===== config.mk =====
export PLATFORM = sky130hd
export DESIGN_NAME = mux_nto1_rr
export DESIGN_NICKNAME = d
export VERILOG_FILES = /design/src/rtl/mux_nto1_rr.sv
export SDC_FILE = /design/constraint.sdc
export NUM_CORES = 1
export LEC_CHECK = 0
export CORE_MARGIN = 5
export CORE_UTILIZATION = 26
export DETAILED_ROUTE_END_ITERATION = 10
export HOLD_SLACK_MARGIN = 0.06
export PLACE_DENSITY = 0.63
export SLEW_MARGIN = 20
export SYNTH_ARGS = -nofsm -noshare
export SYNTH_HDL_FRONTEND = slang
export SYNTH_SLANG_ARGS = --single-unit

===== constraint.sdc =====
create_clock -name clk -period 6.2 [get_ports clk]
set_input_delay 1.24 -clock clk [delete_from_list [all_inputs] [get_ports clk]]
set_output_delay 1.24 -clock clk [all_outputs]
set_load 0.02 [all_outputs]

===== src/rtl/mux_nto1_rr.sv =====
// ---------------------------------------------------------------------------
// mux_nto1_rr
//   N-to-1 valid/ready multiplexer with a single registered output stage.
//   mode=0 selects channel `sel` directly; mode=1 arbitrates round-robin,
//   starting the search at the channel after the last one accepted.
//   Full throughput: the output word may drain and a new word load on the
//   same edge.
//
// Ports
//   clk        clock, all state on rising edge
//   rst        asynchronous active-high reset
//   mode       0 = fixed select, 1 = round-robin
//   sel        channel index used in fixed mode
//   in_data    packed channel data, channel i at [i*WIDTH +: WIDTH]
//   in_valid   per-channel valid
//   in_ready   per-channel ready (one-hot or zero)
//   out_data   registered selected data
//   out_chan   index of the channel that supplied out_data
//   out_valid  out_data/out_chan valid
//   out_ready  downstream accept
// ---------------------------------------------------------------------------
module mux_nto1_rr #(
    parameter int N     = 4,
    parameter int WIDTH = 8,
    localparam int SELW = $clog2(N)
) (
    input  logic                 clk,
    input  logic                 rst,
    input  logic                 mode,
    input  logic [SELW-1:0]      sel,
    input  logic [N*WIDTH-1:0]   in_data,
    input  logic [N-1:0]         in_valid,
    output logic [N-1:0]         in_ready,
    output logic [WIDTH-1:0]     out_data,
    output logic [SELW-1:0]      out_chan,
    output logic                 out_valid,
    input  logic                 out_ready
);

    localparam logic [SELW-1:0] LAST_CHAN = SELW'(N - 1);

    logic             out_valid_q, out_valid_d;
    logic [WIDTH-1:0] out_data_q,  out_data_d;
    logic [SELW-1:0]  out_chan_q,  out_chan_d;
    logic [SELW-1:0]  ptr_q,       ptr_d;

    logic             load;
    logic             gnt_vld;
    logic [SELW-1:0]  gnt_idx;
    logic             xfer;
    int               rr_c;

    // Output register is free, or is being emptied on this edge.
    assign load = ~out_valid_q | out_ready;

    // Grant decision. The round-robin search walks offsets from the far end
    // down to zero so the closest valid channel after ptr wins.
    always_comb begin
        gnt_vld = 1'b0;
        gnt_idx = '0;
        rr_c    = 0;
        if (!mode) begin
            if (int'(sel) < N) begin
                if (in_valid[sel]) begin
                    gnt_vld = 1'b1;
                    gnt_idx = sel;
                end
            end
        end else begin
            for (int k = N - 1; k >= 0; k--) begin
                rr_c = int'(ptr_q) + k;
                if (rr_c >= N) begin
                    rr_c = rr_c - N;
                end
                if (in_valid[rr_c]) begin
                    gnt_vld = 1'b1;
                    gnt_idx = SELW'(rr_c);
                end
            end
        end
    end

    // rst gates ready directly: while reset is held the flops read empty,
    // which would otherwise look like load=1.
    always_comb begin
        in_ready = '0;
        if (gnt_vld && load && !rst) begin
            in_ready[gnt_idx] = 1'b1;
        end
    end

    assign xfer = |(in_valid & in_ready);

    always_comb begin
        out_valid_d = out_valid_q & ~out_ready;
        out_data_d  = out_data_q;
        out_chan_d  = out_chan_q;
        ptr_d       = ptr_q;
        if (xfer) begin
            out_valid_d = 1'b1;
            out_data_d  = in_data[int'(gnt_idx)*WIDTH +: WIDTH];
            out_chan_d  = gnt_idx;
            ptr_d       = (gnt_idx == LAST_CHAN) ? '0 : gnt_idx + 1'b1;
        end
    end

    always_ff @(posedge clk or posedge rst) begin
        if (rst) begin
            out_valid_q <= 1'b0;
            out_data_q  <= '0;
            out_chan_q  <= '0;
            ptr_q       <= '0;
        end else begin
            out_valid_q <= out_valid_d;
            out_data_q  <= out_data_d;
            out_chan_q  <= out_chan_d;
            ptr_q       <= ptr_d;
        end
    end

    assign out_valid = out_valid_q;
    assign out_data  = out_data_q;
    assign out_chan  = out_chan_q;

endmodule


==> results of run 1 <==
-- synthesized netlist by cell type (2+ instances only) --
library cell / n
a21oi_1: 4
buf_6: 2
dfrtp_1: 13
inv_1: 4
mux2_2: 3
mux2_4: 8
mux2i_1: 2
mux4_2: 8
nand2_1: 2
nor2_1: 2
nor3_1: 2
o21ai_0: 3
o21ai_1: 2
-- layout make-up --
type	instances	share of cell area
clock buffer	4	0.0169
inverter	5	0.0121
multi-input combinational	49	0.358
sequential	13	0.210
tap	46	0.0371
timing repair buffer	57	0.366
-- critical path, stage by stage --
cell and delay (ps):
clkdlybuf4s50_1 560, mux2_1 360, nand3b_2 100, o31ai_2 90, a32oi_2 150, buf_4 250
inv_2 90, ha_1 220, and2_1 130, clkdlybuf4s50_1 530
-- power by group through the flow --
stage / Clock (mW) / Combinational [mW] / Sequential (mW)
final: 0.0517 / 0.293 / 0.152
after global routing: 0.0572 / 0.315 / 0.159
after CTS: 0.0537 / 0.299 / 0.152
after detailed placement: 0 / 0.298 / 0.153
after global placement: 0 / 0.294 / 0.153
after floorplan: 0 / 0.134 / 0.192
-- logic make-up (layout without fill, tap and decap cells) --
| group | after synthesis | in the layout | share of synthesized area |
|---|---|---|---|
| mux | 22 | 22 | 0.396 |
| buf+inv | 8 | 66 | 0.0488 |
| fa+ha+maj | 1 | 1 | 0.0136 |
| simple gates | 10 | 10 | 0.0611 |
| compound gates | 16 | 16 | 0.128 |
| flops | 13 | 13 | 0.353 |
-- routing by layer --
metal	GRT usage	part of all wire	vias up
met1	0.107	0.39	403
met2	0.198	0.51	37
met4	0.0195	0.0036	0
met3	0.0551	0.097	2
met5	0	0	-
li1	-	-	387
-- path summary, 6_finish.rpt --
| kind | from | to | slack [ps] |
|---|---|---|---|
| setup / recovery | sel[0] | in_ready[3] | 1230 |
| setup reg to reg | ptr_q[1] | out_data[4] | 3570 |
| max in group asynchronous | rst | out_data[7] | 4550 |
| hold / removal | out_data[2] | out_data[2] | 510 |
| min in group asynchronous | rst | out_chan[1] | 1310 |
| hold reg to reg | out_data[2] | out_data[2] | 510 |
-- state kept, by name, summed over array words and instances (netlist names) --
signal	count
out_valid	1
out_chan	2
ptr_q	2
out_data	8
-- metrics by stage --
step           setup slack, ps  hold slack, ps  cell area [sq um]  total power, mW  std cells
6_report                  1230             513               1550            0.497        174
4_1_cts                    943             519               1550            0.504        174
2_1_floorplan             2430             549                922            0.326         70
3_5_place_dp               942             497               1520            0.451        170
5_1_grt                   1060             530               1550            0.531        174
3_3_place_gp              1050             491               1520            0.447        170
==> run summary, run 1 <==
Tot GR Track Use - 0.107
switching pwr - 0.176 mW
H-tree depth - 1
DRC Markers - 0
die area - 4840 sq um
Sequential Area - 325 sq um
Worst-Margin Slew - 681 ps
clock transition at the registers of the reported paths - 80 ps
critical path arrival - 3730 ps
Post-synth top flop - dfrtp_1
clock power share - 0.104
Nets - 172
Max Transition Viols Final - 0
die width - 69.6 microns
Worst Setup End Kind - primary output
VDD IR max - 166 uV
DR vias - 829
R2R depth - 10
Worst Hold Class - reg2reg
critical path type - in2out
max-cap viol count - 0
number of I/O pins - 57
worst-path fanout max - 11
Synthesis Warnings - 0
drt first pass iters - 2
number of buffers created by CTS - 3
Starting Density - 0.272
clk sinks - 13
Slew Limit Headroom - 0.546
largest net degree at the start of global routing - 15
Synth area leader - dfrtp_1
Port Buffers - 56
sequential power share - 0.306
setup TNS - 0 ps
final hold violation count - 0
initial drt markers - 14
synth top area cells - dfrtp_1 35%, mux4_2 20%, mux2_4 13%
leakage power - 0.637 nW
number of synthesized flops with an enable pin - 0
post_cts resized - 0
Avg Inst Size Synth - 13.2 sq um
Internal - 0.321 mW
Detailed Route WL - 2.53 mm
initial antenna violation count - 0
Hold Crit Depth - 1
clk_skew - 0.786 ps
post-synth top area share - 0.353
most common cell after layout, fill and taps aside - clkdlybuf4s50_1
clock tree root buffer cell - clkbuf_4
final period utilization - 0.801
row cnt - 21
CP Data Required Time - 4960 ps
combinational share of power - 0.590
chip height - 69.6 microns
share of cells above drive strength 1 - 0.234
commonest non-fill, non-tap cells in the layout - 56 x clkdlybuf4s50_1, 13 x dfrtp_1, 8 x mux4_2, 8 x mux2_4
hold buffer count at CTS - 0
Setup crit start kind - primary input
Clock Latency Late Sink - 270 ps
total gr overflow - 0
synthesized cell area - 922 sq um
footprint of the multi-input gates - 556 sq um
vias per cell - 4.76
Post-Syn Nets - 113
Net Sw Frac - 0.354
filler cell count - 321
RD Place Congestion - 0.689
Synth async-reset ratio - 1.00
final setup violation count - 0
Area growth syn-to-layout - 68.2%
Detail Route Antenna Nets - 0
maximum clock rate - 201 MHz
hpwl dp - 2.10 mm
register area share after synthesis - 0.353
RSZ-0062 raised after global routing - false
postcts setup bufs - 0
Clock Path Buffers - 2
Tmin final - 4970 ps
vias in the first global route - 929
status - finished, final reports clean
CTS tree - done
routed len/inst - 14.6 microns
core area - 3390 sq um
PwrDens - 320 nW/um^2
first-pass GRT wire length - 4.20 mm
diodes inserted - 0
Mapped Cells - 70
final core occ - 0.458
Yosys reg bits - 13
Synth cell types - 28
(Power assumes the default switching activity.)
==> run 2: changes to the inputs <==
- clock period: 6.2 -> 5 ns (I/O delays scaled with it)
==> run 2 against run 1 <==
- first-iteration DRC count shrank 36%
- final cell count is 1.1% higher
- clock skew rose by 7.5 ps
- setup slack worse by 670 ps
- register-to-register slack worse by 1000 ps
- core utilization grew 0.33 points
- critical endpoint is now in_ready[2]
- highest routed layer unchanged
==> run summary, run 2 (synthesis gave the netlist of run 1 again) <==
footprint of the multi-input gates - 552 sq um
Final WS setup - 567 ps
postcts setup bufs - 0
GRT busiest layer - met2
Slew Limit Headroom - 0.522
critical path type - in2out
Worst Hold Class - reg2reg
vias in the first global route - 839
chip height - 69.6 microns
Total Power - 0.615 mW
DR vias - 806
Nets - 174
Detail Route Antenna Nets - 0
RSZ-0062 raised after global routing - false
H-tree depth - 1
CTS tree - done
met1 global-route usage - 0.122
PwrDens - 394 nW/um^2
final hold violation count - 0
final setup violation count - 0
clk sinks - 13
die width - 69.6 microns
Tot GR Track Use - 0.105
final period utilization - 0.887
hpwl dp - 2.03 mm
largest net degree at the start of global routing - 15
hold buffer count at CTS - 0
Worst-Margin Slew - 712 ps
Clock Latency Late Sink - 270 ps
total gr overflow - 0
clock transition at the registers of the reported paths - 70 ps
vias per cell - 4.58
most common cell after layout, fill and taps aside - clkdlybuf4s50_1
core area - 3390 sq um
CP bufs+invs - 3
worst reg-to-reg setup slack - 2540 ps
die area - 4840 sq um
RD Place Congestion - 0.773
Cell Chain, Critical Path - clkdlybuf4s50_1 -> o211ai_1 -> a21oi_1 -> o21ai_1 -> buf_4 -> and3_2 -> clkdlybuf4s50_1
first-pass GRT wire length - 4.10 mm
routed len/inst - 13.6 microns
max reg flops - 8
post_cts resized - 0
number of buffers created by CTS - 3
Max Transition Viols Final - 0
placed cell area - 1540 sq um
setup TNS - 0 ps
filler cell count - 322
CP max stage cell - clkdlybuf4s50_1
status - finished, final reports clean
Worst Setup End Kind - primary output
Port Buffers - 56
Detailed Route WL - 2.40 mm
DP Worst Slack - 522 ps
Setup crit start kind - primary input
CP Data Required Time - 4000 ps
slowest stage delay, CP - 600 ps
commonest non-fill, non-tap cells in the layout - 56 x clkdlybuf4s50_1, 13 x dfrtp_1, 8 x mux4_2, 8 x mux2_4
leakage power - 0.646 nW
Sequential Area - 325 sq um
Starting Density - 0.272
share of cells above drive strength 1 - 0.238
fin area - 1560 sq um
Tmin final - 4430 ps
clock tree root buffer cell - clkbuf_4
hold_ws - 512 ps
met2 Track Usage GR - 0.168
VDD IR max - 185 uV
initial drt markers - 9
DRC Markers - 0
max-cap viol count - 0
critical path arrival - 3430 ps
number of I/O pins - 57
diodes inserted - 0
clk_skew - 8.32 ps
worst-path fanout max - 9
initial antenna violation count - 0
global routing usage on met3 - 0.0551
most frequent CP cell - clkdlybuf4s50_1
drt first pass iters - 4
row cnt - 21
Top Family by Delay on Critical Path - buffers and inverters
maximum clock rate - 226 MHz
Clock Path Buffers - 2
Area growth syn-to-layout - 69.5%
[run 2: report_power, final]
| group | switching [mW] | leakage (nW) | internal (mW) | total, mW |
|---|---|---|---|---|
| Sequential | 0.0332 | 0.154 | 0.155 | 0.188 |
| Clock | 0.0339 | 0.0150 | 0.0309 | 0.0648 |
| Combinational | 0.148 | 0.477 | 0.215 | 0.362 |
[run 2: final cells by class]
class	instances	share of cell area
timing repair buffer	59	0.373
multi-input combinational	49	0.353
clock buffer	4	0.0168
inverter	5	0.0120
sequential	13	0.208
tap	46	0.0368
[run 2: worst paths after layout]
path	endpoint	start	cells past startpoint
min reg2reg	out_data[5]	out_data[5]	1
max reg2reg	out_data[7]	ptr_q[0]	8
max	in_ready[2]	in_valid[0]	7
min in group asynchronous	ptr_q[0]	rst	3
max in group asynchronous	out_data[7]	rst	3
min	out_data[5]	out_data[5]	1
[run 2: through the flow]
| stage | cells | utilization |
|---|---|---|
| 3_3_place_gp | 172 | 0.453 |
| 3_5_place_dp | 172 | 0.453 |
| 6_report | 176 | 0.461 |
| 2_1_floorplan | 70 | - |
| 4_1_cts | 176 | 0.461 |
| 5_1_grt | 176 | 0.461 |
[run 2: per-layer routing]
metal	part of all wire	wire length, microns	vias to the layer above
met4	0.0038	9	0
met3	0.11	255	2
li1	-	-	392
met5	0	0	-
met2	0.48	1160	38
met1	0.41	975	374
